$ cat src/rtl/divide_sequential.sv
// -----------------------------------------------------------------------------
// divide_sequential
// Sequential signed restoring divider. It produces one quotient bit per clock
// and writes the quotient to LO and the remainder to HI, which are the same
// special registers the multiplier feeds.
//
// Ports
//   clk          rising-edge clock
//   reset        synchronous, active-high reset
//   start        division request, sampled only while idle
//   Ra           dividend (two's complement), sampled on the accepting edge
//   Rb           divisor  (two's complement), sampled on the accepting edge
//   HI           remainder, registered
//   LO           quotient, registered
//   busy         high while a division is in progress
//   done         one-cycle pulse, HI/LO valid
//   div_by_zero  set together with done when the divisor was zero
// -----------------------------------------------------------------------------
module divide_sequential #(
    parameter int WIDTH = 32
) (
    input  logic             clk,
    input  logic             reset,
    input  logic             start,
    input  logic [WIDTH-1:0] Ra,
    input  logic [WIDTH-1:0] Rb,
    output logic [WIDTH-1:0] HI,
    output logic [WIDTH-1:0] LO,
    output logic             busy,
    output logic             done,
    output logic             div_by_zero
);

    localparam int CW = $clog2(WIDTH);
    localparam logic [CW-1:0]    LAST_CNT = CW'(WIDTH - 1);
    localparam logic [WIDTH-1:0] ZERO_W   = {WIDTH{1'b0}};
    localparam logic [WIDTH-1:0] ONES_W   = {WIDTH{1'b1}};
    localparam logic [WIDTH-1:0] ONE_W    = {{(WIDTH-1){1'b0}}, 1'b1};

    typedef enum logic [1:0] {
        IDLE = 2'd0,
        CALC = 2'd1,
        FIX  = 2'd2
    } state_t;

    // Two's complement negation.
    function automatic logic [WIDTH-1:0] neg_val(input logic [WIDTH-1:0] v);
        neg_val = ~v + ONE_W;
    endfunction

    // Magnitude; the most negative value maps to its unsigned magnitude.
    function automatic logic [WIDTH-1:0] abs_val(input logic [WIDTH-1:0] v);
        abs_val = v[WIDTH-1] ? neg_val(v) : v;
    endfunction

    state_t           state_r, state_s;
    logic [CW-1:0]    count_r, count_s;
    logic [WIDTH:0]   rem_r, rem_s;
    // Holds the dividend magnitude, which shifts out as quotient bits shift in.
    // On a divide by zero it holds the raw dividend for HI instead.
    logic [WIDTH-1:0] q_r, q_s;
    logic [WIDTH-1:0] div_r, div_s;
    logic             sign_q_r, sign_q_s;
    logic             sign_r_r, sign_r_s;
    logic             dbz_r, dbz_s;
    logic [WIDTH-1:0] hi_r, hi_s;
    logic [WIDTH-1:0] lo_r, lo_s;
    logic             busy_r, busy_s;
    logic             done_r, done_s;
    logic             dbz_out_r, dbz_out_s;

    logic [WIDTH:0]   rem_shift_s;
    logic [WIDTH-1:0] q_shift_s;
    logic [WIDTH:0]   trial_s;

    // One restoring step: shift {rem, q} left and trial-subtract the divisor.
    always_comb begin
        rem_shift_s = {rem_r[WIDTH-1:0], q_r[WIDTH-1]};
        q_shift_s   = {q_r[WIDTH-2:0], 1'b0};
        trial_s     = rem_shift_s - {1'b0, div_r};
    end

    // Next-state and datapath update logic.
    always_comb begin
        state_s   = state_r;
        count_s   = count_r;
        rem_s     = rem_r;
        q_s       = q_r;
        div_s     = div_r;
        sign_q_s  = sign_q_r;
        sign_r_s  = sign_r_r;
        dbz_s     = dbz_r;
        hi_s      = hi_r;
        lo_s      = lo_r;
        done_s    = 1'b0;
        dbz_out_s = dbz_out_r;

        case (state_r)
            IDLE: begin
                if (start) begin
                    if (Rb != ZERO_W) begin
                        q_s      = abs_val(Ra);
                        div_s    = abs_val(Rb);
                        rem_s    = {(WIDTH+1){1'b0}};
                        sign_q_s = Ra[WIDTH-1] ^ Rb[WIDTH-1];
                        sign_r_s = Ra[WIDTH-1];
                        count_s  = {CW{1'b0}};
                        dbz_s    = 1'b0;
                        state_s  = CALC;
                    end else begin
                        // No iterations: keep the raw dividend for HI.
                        q_s     = Ra;
                        dbz_s   = 1'b1;
                        state_s = FIX;
                    end
                end else begin
                    state_s = IDLE;
                end
            end
            CALC: begin
                if (!trial_s[WIDTH]) begin
                    rem_s = trial_s;
                    q_s   = {q_shift_s[WIDTH-1:1], 1'b1};
                end else begin
                    rem_s = rem_shift_s;
                    q_s   = q_shift_s;
                end
                count_s = count_r + {{(CW-1){1'b0}}, 1'b1};
                if (count_r == LAST_CNT) begin
                    state_s = FIX;
                end else begin
                    state_s = CALC;
                end
            end
            FIX: begin
                if (dbz_r) begin
                    lo_s = ONES_W;
                    hi_s = q_r;
                end else begin
                    lo_s = sign_q_r ? neg_val(q_r) : q_r;
                    hi_s = sign_r_r ? neg_val(rem_r[WIDTH-1:0]) : rem_r[WIDTH-1:0];
                end
                done_s    = 1'b1;
                dbz_out_s = dbz_r;
                count_s   = {CW{1'b0}};
                state_s   = IDLE;
            end
            default: begin
                state_s = IDLE;
                count_s = {CW{1'b0}};
            end
        endcase

        busy_s = (state_s != IDLE);
    end

    // State and output registers with synchronous reset.
    always_ff @(posedge clk) begin
        if (reset) begin
            state_r   <= IDLE;
            count_r   <= {CW{1'b0}};
            rem_r     <= {(WIDTH+1){1'b0}};
            q_r       <= ZERO_W;
            div_r     <= ZERO_W;
            sign_q_r  <= 1'b0;
            sign_r_r  <= 1'b0;
            dbz_r     <= 1'b0;
            hi_r      <= ZERO_W;
            lo_r      <= ZERO_W;
            busy_r    <= 1'b0;
            done_r    <= 1'b0;
            dbz_out_r <= 1'b0;
        end else begin
            state_r   <= state_s;
            count_r   <= count_s;
            rem_r     <= rem_s;
            q_r       <= q_s;
            div_r     <= div_s;
            sign_q_r  <= sign_q_s;
            sign_r_r  <= sign_r_s;
            dbz_r     <= dbz_s;
            hi_r      <= hi_s;
            lo_r      <= lo_s;
            busy_r    <= busy_s;
            done_r    <= done_s;
            dbz_out_r <= dbz_out_s;
        end
    end

    assign HI          = hi_r;
    assign LO          = lo_r;
    assign busy        = busy_r;
    assign done        = done_r;
    assign div_by_zero = dbz_out_r;

endmodule

$ cat config.mk
export PLATFORM = sky130hd
export DESIGN_NAME = divide_sequential
export DESIGN_NICKNAME = d
export VERILOG_FILES = /design/src/rtl/divide_sequential.sv
export SDC_FILE = /design/constraint.sdc
export NUM_CORES = 1
export LEC_CHECK = 0
export BUFFER_PORTS_ARGS = -buffer_cell sky130_fd_sc_hd__clkbuf_2
export CAP_MARGIN = 25
export CORE_MARGIN = 2
export CORE_UTILIZATION = 55
export CTS_BUF_LIST = sky130_fd_sc_hd__clkbuf_4 sky130_fd_sc_hd__clkbuf_8 sky130_fd_sc_hd__clkbuf_16
export DETAILED_ROUTE_END_ITERATION = 8
export GPL_ROUTABILITY_DRIVEN = 0
export PLACE_DENSITY = 0.76
export RECOVER_POWER = 25
export REMOVE_ABC_BUFFERS = 1
export SLEW_MARGIN = 10
export SYNTH_ARGS = -nofsm -noshare
export SYNTH_HDL_FRONTEND = slang
export SYNTH_SLANG_ARGS = --single-unit
$ cat constraint.sdc
create_clock -name clk -period 4.7 [get_ports clk]
set_input_delay 0.94 -clock clk [delete_from_list [all_inputs] [get_ports clk]]
set_output_delay 0.94 -clock clk [all_outputs]
set_load 0.01 [all_outputs]
# == After elaboration in Yosys (flattened, before gate mapping) ==
# Index checks and enable logic that the tools add are counted.
# totals
reg_bits,173
input_bits,67
output_inout_bits,67
# classes
addsub,6
eq_ne,5
mux,23
bitwise,5
reduce_logical,9
# op_table
operator,count
2-to-1 mux 32 bit,11
"adder 32 x 1 -> 32 bit, second input constant",4
inverter 32 bit,4
case mux 32 bit (2 select lines),2
subtractor 33 x 32 -> 33 bit,1
nonzero test 32 bit,1
2-to-1 mux 5 bit,2
case mux 5 bit (2 select lines),1
2-to-1 mux 2 bit,3
AND reduction 2 bit,3
AND reduction 3 bit,2
"adder 5 x 1 -> 5 bit, second input constant",1
"== test 5 bit, second input constant",1
"!= test 2 bit, second input constant",2
case mux 2 bit (2 select lines),1
nonzero test 2 bit,2
2-to-1 mux 1 bit,3
"== test 2 x 1 -> 1 bit, second input constant",1
"== test 2 bit, second input constant",1
zero test 2 bit,1
bitwise XOR 1 bit,1

# == Depth between registers and ports, before layout ==
# Gate-level depths: netlist (run 1).
# depth
depth_word,6
mapped_depth,15
mapped_depth_nobuf,12

# == Least setup slack after synthesis (run 1) ==
# No wires, ideal clock.
# synth_timing
kind,register to register
startpoint,reg q_r[31]
endpoint,reg rem_r[18]
setup_time_ns,0.129
arrival_ns,3.209
setup_slack_ns,1.362
stages_incl_launch_ff,16
cell_sequence,dfxtp_1 -> inv_1 -> ha_1 -> fa_1 -> nand2b_1 -> a21oi_1 -> o211ai_1 -> a2111o_1 -> a311oi_1 -> or3_1 -> clkbuf_1 -> and2_1 -> buf_2 -> buf_4 -> mux2i_1 -> o21ai_0
# synth_via
elab_chain_len,3
# synth_lines
item,line,source
"start, declared",61,"logic [WIDTH-1:0] q_r, q_s;"
"start signal, assigned",177,q_r <= q_s;
subtractor 33 x 32 -> 33 bit,80,"trial_s = rem_shift_s - {1'b0, div_r};"
2-to-1 mux 32 bit,121,if (!trial_s[WIDTH]) begin
case mux 32 bit (2 select lines),98,case (state_r)
"end signal, assigned",162,rem_r <= {(WIDTH+1){1'b0}};
"end signal, assigned",176,rem_r <= rem_s;
"end, declared",58,"logic [WIDTH:0] rem_r, rem_s;"
# No other way between the ends.
# A chain may end at the register's enable or synchronous reset.

# == Worst setup path in the final report (run 1) ==
# layout_timing
startpoint,reg q_r[31]
endpoint,reg rem_r[19]
# The elaborated chain is that of the path after synthesis.

==> results of run 1 <==
area by class of cell:
type / instances / area, sq um / area share, %
clock buffer: 19 / 446.7 / 3.680
clock inverter: 13 / 128.9 / 1.062
inverter: 51 / 191.4 / 1.577
multi-input combinational: 1093 / 6859 / 56.50
sequential: 173 / 3465 / 28.54
tap: 265 / 331.6 / 2.731
timing repair buffer: 145 / 716.9 / 5.906
flip-flops by register name, indices dropped and copies added (netlist names):
| signal | count |
|---|---|
| done | 1 |
| div_r | 32 |
| state_r | 2 |
| count_r | 5 |
| HI | 32 |
| busy | 1 |
| sign_q_r | 1 |
| dbz_r | 1 |
| LO | 32 |
| q_r | 32 |
| rem_r | 32 |
| div_by_zero | 1 |
| sign_r_r | 1 |
cells by family after synthesis:
group                    count (synthesis)  share of synthesized area [%]
flip-flops                             173                          31.79
XOR/XNOR                               146                          11.74
AND/OR/NAND/NOR                        456                          18.89
multiplexers                            28                          2.573
adder cells (fa/ha/maj)                 39                          4.549
buffers and inverters                  149                          5.399
AO/OA/AOI/OAI                          424                          25.05
report_power, final:
group	switching [mW]	total, mW	internal (mW)
Clock	0.633	1.39	0.761
Sequential	0.0798	1.60	1.52
Combinational	0.499	0.839	0.341
layout by cell type, fill, tap and decap left out, types with 7 or more instances in the layout:
cell type / instances
a32oi_1: 7
nor4_1: 10
xnor2_1: 54
clkbuf_16: 17
a211oi_1: 34
nand3_1: 20
nor3_1: 29
or4_1: 15
inv_1: 51
mux2i_1: 28
clkbuf_1: 53
o22ai_1: 44
o31ai_1: 33
a31oi_1: 13
nand4_1: 12
clkbuf_2: 80
ha_1: 38
dfxtp_1: 172
a21o_1: 13
a22oi_1: 27
a21oi_1: 83
buf_4: 9
nor2_1: 114
o41ai_1: 19
nand2_1: 195
xor2_1: 92
nand2b_1: 16
o21ai_0: 102
or3_1: 19
final timing paths:
check | end | slack, ns | cells past startpoint
max reg2reg | rem_r[19] | 0.74 | 12
min | HI[18] | 0.46 | 2
max | rem_r[19] | 0.74 | 12
min reg2reg | HI[18] | 0.46 | 2
through the flow:
stage / area (sq um) / util (%) / setup WS, ns / hold slack (ns)
floorplan: 10500 / - / 0.3903 / 0.4435
global route: 12140 / 62.37 / 0.5618 / 0.4722
global placement: 11600 / 59.61 / 0.7725 / 0.4431
CTS: 12180 / 62.57 / 0.8051 / 0.4595
detailed placement: 11600 / 59.61 / 0.7007 / 0.4499
finish: 12140 / 62.37 / 0.7446 / 0.4553
routing by layer:
layer / GRT usage (%) / wire [microns]
met1: 35.60 / 12650
met2: 44.18 / 12900
met3: 4.014 / 1934
met4: 8.687 / 626
met5: 0 / 0
worst register-to-register path: cells and delay by family (launching register included):
kind	cells	cell delay [ns]
compound gates	5	1.66
fa+ha+maj	2	0.61
buf+inv	1	0.07
flops	1	0.39
simple gates	4	1.12
==> flow_summary.toml, run 1 <==
[status]
status = "finished, violations left"
violations = "capacitance limit, slew limit"

[logic_synthesis]
ys_ff_latch = 173
yosys-top-cells-count = "195 x nand2_1, 173 x dfxtp_1, 115 x nor2_1"
synth_top_area_share_pct = 31.79
ys_warn_count = 0
synthCells = 1415
synthTopCellsByArea = "dfxtp_1 32%, xor2_1 7.4%, nand2_1 6.7%"
synth_ff_type = "dfxtp_1"
synth.most_common_cell = "nand2_1"
synth_edf_count = 0
async_flop_share_pct = 0
ys_types = 60
synth_area_sq_um = 10890
syn_area_per_cell_sq_um = 7.698
synth_top_area_cell = "dfxtp_1"
ys_seq_area_share_pct = 31.79

[cts]
numClockSinks = 173
htree_levels = 4
cts_buffers = 17
clk_latency_ns = 0.44
root_buffer = "clkbuf_16"
postCtsSetupBuffers = 0
ctsHoldBuffers = 0
clk_path_buf_depth = 2
tritoncts = "built"
path_clk_slew_ns = 0.07
ctsResizeCount = 0

[hold_path]
min_from = "HI[18]"
min_path_type = "register to register"

[drt]
wl_per_cell_microns = 15.98
dr_total_vias = 10410
dr.pass1.iters = 6
vias_per_cell = 5.919
drt_iter0_markers = 689
finalWirelength_microns = 28110
drc = 0
final_antenna_net_count = 0

[cells_and_area]
nNetsFinal = 1587
fillers = 1764
instances_no_fill = 1759
antennaDiodeCount = 0
area_delta_synth_final_pct = 11.44
drive_gt1_share_pct = 9.371

[power]
power-per-cell-area_nw_per_um2 = 316.2
p_leak_nw = 4.645
vdd_drop_max_mv = 0.2518
design_power_total_mw = 3.838

[global_route]
grt_pass1_vias = 9245
antenna_found_initial = 0
grt_pass1_wl_microns = 44980
overflow = 0
grt_start_max_net_pins = 74
track_usage_pct = 26.61

[critical_path]
worstPathArrival_ns = 4.28
crit_buf_inv = 1
timing.critical_path.from_type = "register"
critPathTopFamily = "compound AO/OA/AOI/OAI gates"
endpoint_kind = "register"
path_class = "register to register"
reg2reg_from = "q_r[31]"
path_max_fanout = 9
max_stage_delay_ns = 0.44
cp_cell_sequence = "inv_1 -> ha_1 -> fa_1 -> nand2b_1 -> a21oi_1 -> o211ai_1 -> a2111o_1 -> a311oi_1 -> or3_1 -> nand2_1 -> and3_1 -> a221o_1"
cp_slowest_cell = "a2111o_1"
critPathRequiredTime_ns = 5.03
startpoint = "q_r[31]"

[timing]
clock_skew_ns = 0.009410
maxSlewViolCount = 43
period_minus_slack_ns = 3.955
finalSetupViolCount = 0
worst_pin_slew_ns = 2.042
clock.fmax_mhz = 252.8
finalHoldViolCount = 0
final.setup.tns_ns = 0
rsz0062_at_grt = "no"
max_slew_margin_pct = -36.16
period_share_pct = 84.16

[floorplan]
start_util_pct = 55.97
io_pins = 134
core_sq_um = 19460
dieArea_sq_um = 20950
die_w_microns = 144.7
num_rows = 51
dieHeight_microns = 144.7

[placed_design]
hpwl_microns = 20330
io_buffers = 133
dp_cells = 1725

[job]
max_cap_violations = 1
Note: power is estimated with default switching activity, not from simulation.
==> run 2, diff against run 1 <==
- clock period: 4.7 -> 4 ns (I/O delays scaled with it)
==> run 2 against run 1 <==
Effect of this change: critical path type unchanged; critical path depth unchanged; the flow now finishes without violations; core utilization rose by 0.69 points; wire length increased by 0.78%; via count is 0.43% lower; register-to-register slack lost 0.31 ns.
==> flow_summary.toml, run 2 (synthesis gave the netlist of run 1 again) <==
[status]
status = "complete, no violations"

[drt]
wl_per_cell_microns = 16.00
drc = 0
drt_iter0_markers = 901
dr_total_vias = 10370
final_antenna_net_count = 0
vias_per_cell = 5.854
dr.pass1.iters = 7
finalWirelength_microns = 28330

[placed_design]
dp_cells = 1737
io_buffers = 133
dpl_cell_area_sq_um = 11720
hpwl_microns = 20780
dp_slack_ns = 0.3445

[power]
vdd_drop_max_mv = 0.2886
power-per-cell-area_nw_per_um2 = 372.3
p_leak_nw = 4.708
design_power_total_mw = 4.570

[floorplan]
io_pins = 134
dieArea_sq_um = 20950
num_rows = 51
dieHeight_microns = 144.7
start_util_pct = 55.97
core_sq_um = 19460
die_w_microns = 144.7

[cts]
path_clk_slew_ns = 0.07
numClockSinks = 173
cts_buffers = 17
ctsHoldBuffers = 0
clk_path_buf_depth = 2
tritoncts = "built"
postCtsSetupBuffers = 0
ctsResizeCount = 0
root_buffer = "clkbuf_16"
clk_latency_ns = 0.43
htree_levels = 4

[critical_path]
critPathRequiredTime_ns = 4.30
max_stage_delay_ns = 0.45
critPathTopFamily = "compound AO/OA/AOI/OAI gates"
cp_cell_sequence = "inv_1 -> fa_1 -> nand2b_1 -> a21oi_1 -> o211ai_1 -> a2111o_1 -> a311oi_1 -> or3_1 -> and2_1 -> buf_12 -> mux2i_1 -> o21ai_0"
timing.critical_path.from_type = "register"
cp_slowest_cell = "dfxtp_1"
worstPathArrival_ns = 3.87
path_max_fanout = 22
crit_buf_inv = 2
endpoint_kind = "register"
path_class = "register to register"

[global_route]
antenna_found_initial = 1
grt_start_max_net_pins = 83
overflow = 0
grt_pass1_wl_microns = 45260
grt_pass1_vias = 9416
track_usage_pct = 26.72

[timing]
period_minus_slack_ns = 3.567
clock.fmax_mhz = 280.3
hold_slack_ns = 0.4537
worst_pin_slew_ns = 0.9770
period_share_pct = 89.18
layout_setup_ws_ns = 0.4328
rsz0062_at_grt = "no"
clock_skew_ns = 0.01325
finalHoldViolCount = 0
finalSetupViolCount = 0
maxSlewViolCount = 0
max_slew_margin_pct = 34.63
final.setup.tns_ns = 0

[cells_and_area]
instances_no_fill = 1771
design_area_sq_um = 12270
multi_input_area_sq_um = 6859
nNetsFinal = 1599
drive_gt1_share_pct = 9.695
antennaDiodeCount = 0
seqCellArea_sq_um = 3465
area_delta_synth_final_pct = 12.68
fillers = 1746
final_common_cell = "nand2_1"
utilization_pct = 63.07
layout_common_cells = "195 x nand2_1, 172 x dfxtp_1, 114 x nor2_1, 102 x o21ai_0, 92 x xor2_1"

[hold_path]
min_path_type = "register to register"

[job]
max_cap_violations = 0
[run 2: changes by cell type in the layout (fill, tap and decap cells not counted), sizes merged]
cell	before	now
clkbuf	152	151
bufinv	1	2
clkinvlp	2	0
buf	12	24
clkinv	4	6
[run 2: final cells by class]
| type | instances | share of cell area [%] |
|---|---|---|
| well taps | 265 | 2.701 |
| repair buffers | 157 | 6.820 |
| clock buffers | 18 | 3.527 |
| multi-input cells | 1093 | 55.88 |
| flip-flops and latches | 173 | 28.23 |
| clock inverters | 14 | 1.284 |
| inverters | 51 | 1.560 |
[run 2: path summary, 6_finish.rpt]
path / start / endpoint / cells past startpoint / slack [ns]
worst max-delay path: rem_r[0] / rem_r[4] / 12 / 0.43
worst min-delay path: HI[4] / HI[4] / 2 / 0.45
worst max register to register: rem_r[0] / rem_r[4] / 12 / 0.43
worst min register to register: HI[4] / HI[4] / 2 / 0.45
[run 2: tightest hold or removal path, delay by kind of cell (launching register included)]
family	cells	cell delay, ns
simple gates	1	0.05
compound gates	1	0.05
flops	1	0.31
[run 2: per-layer routing]
layer,track usage [%],wire length [microns]
met5,0,10
met3,3.817,2338
met4,8.738,597
met2,44.72,13010
met1,35.58,12380
[run 2: power breakdown]
| group | leakage (nW) | internal (mW) | switching (mW) |
|---|---|---|---|
| Clock | 0.294 | 0.941 | 0.736 |
| Combinational | 3.01 | 0.414 | 0.590 |
| Sequential | 1.41 | 1.79 | 0.0966 |
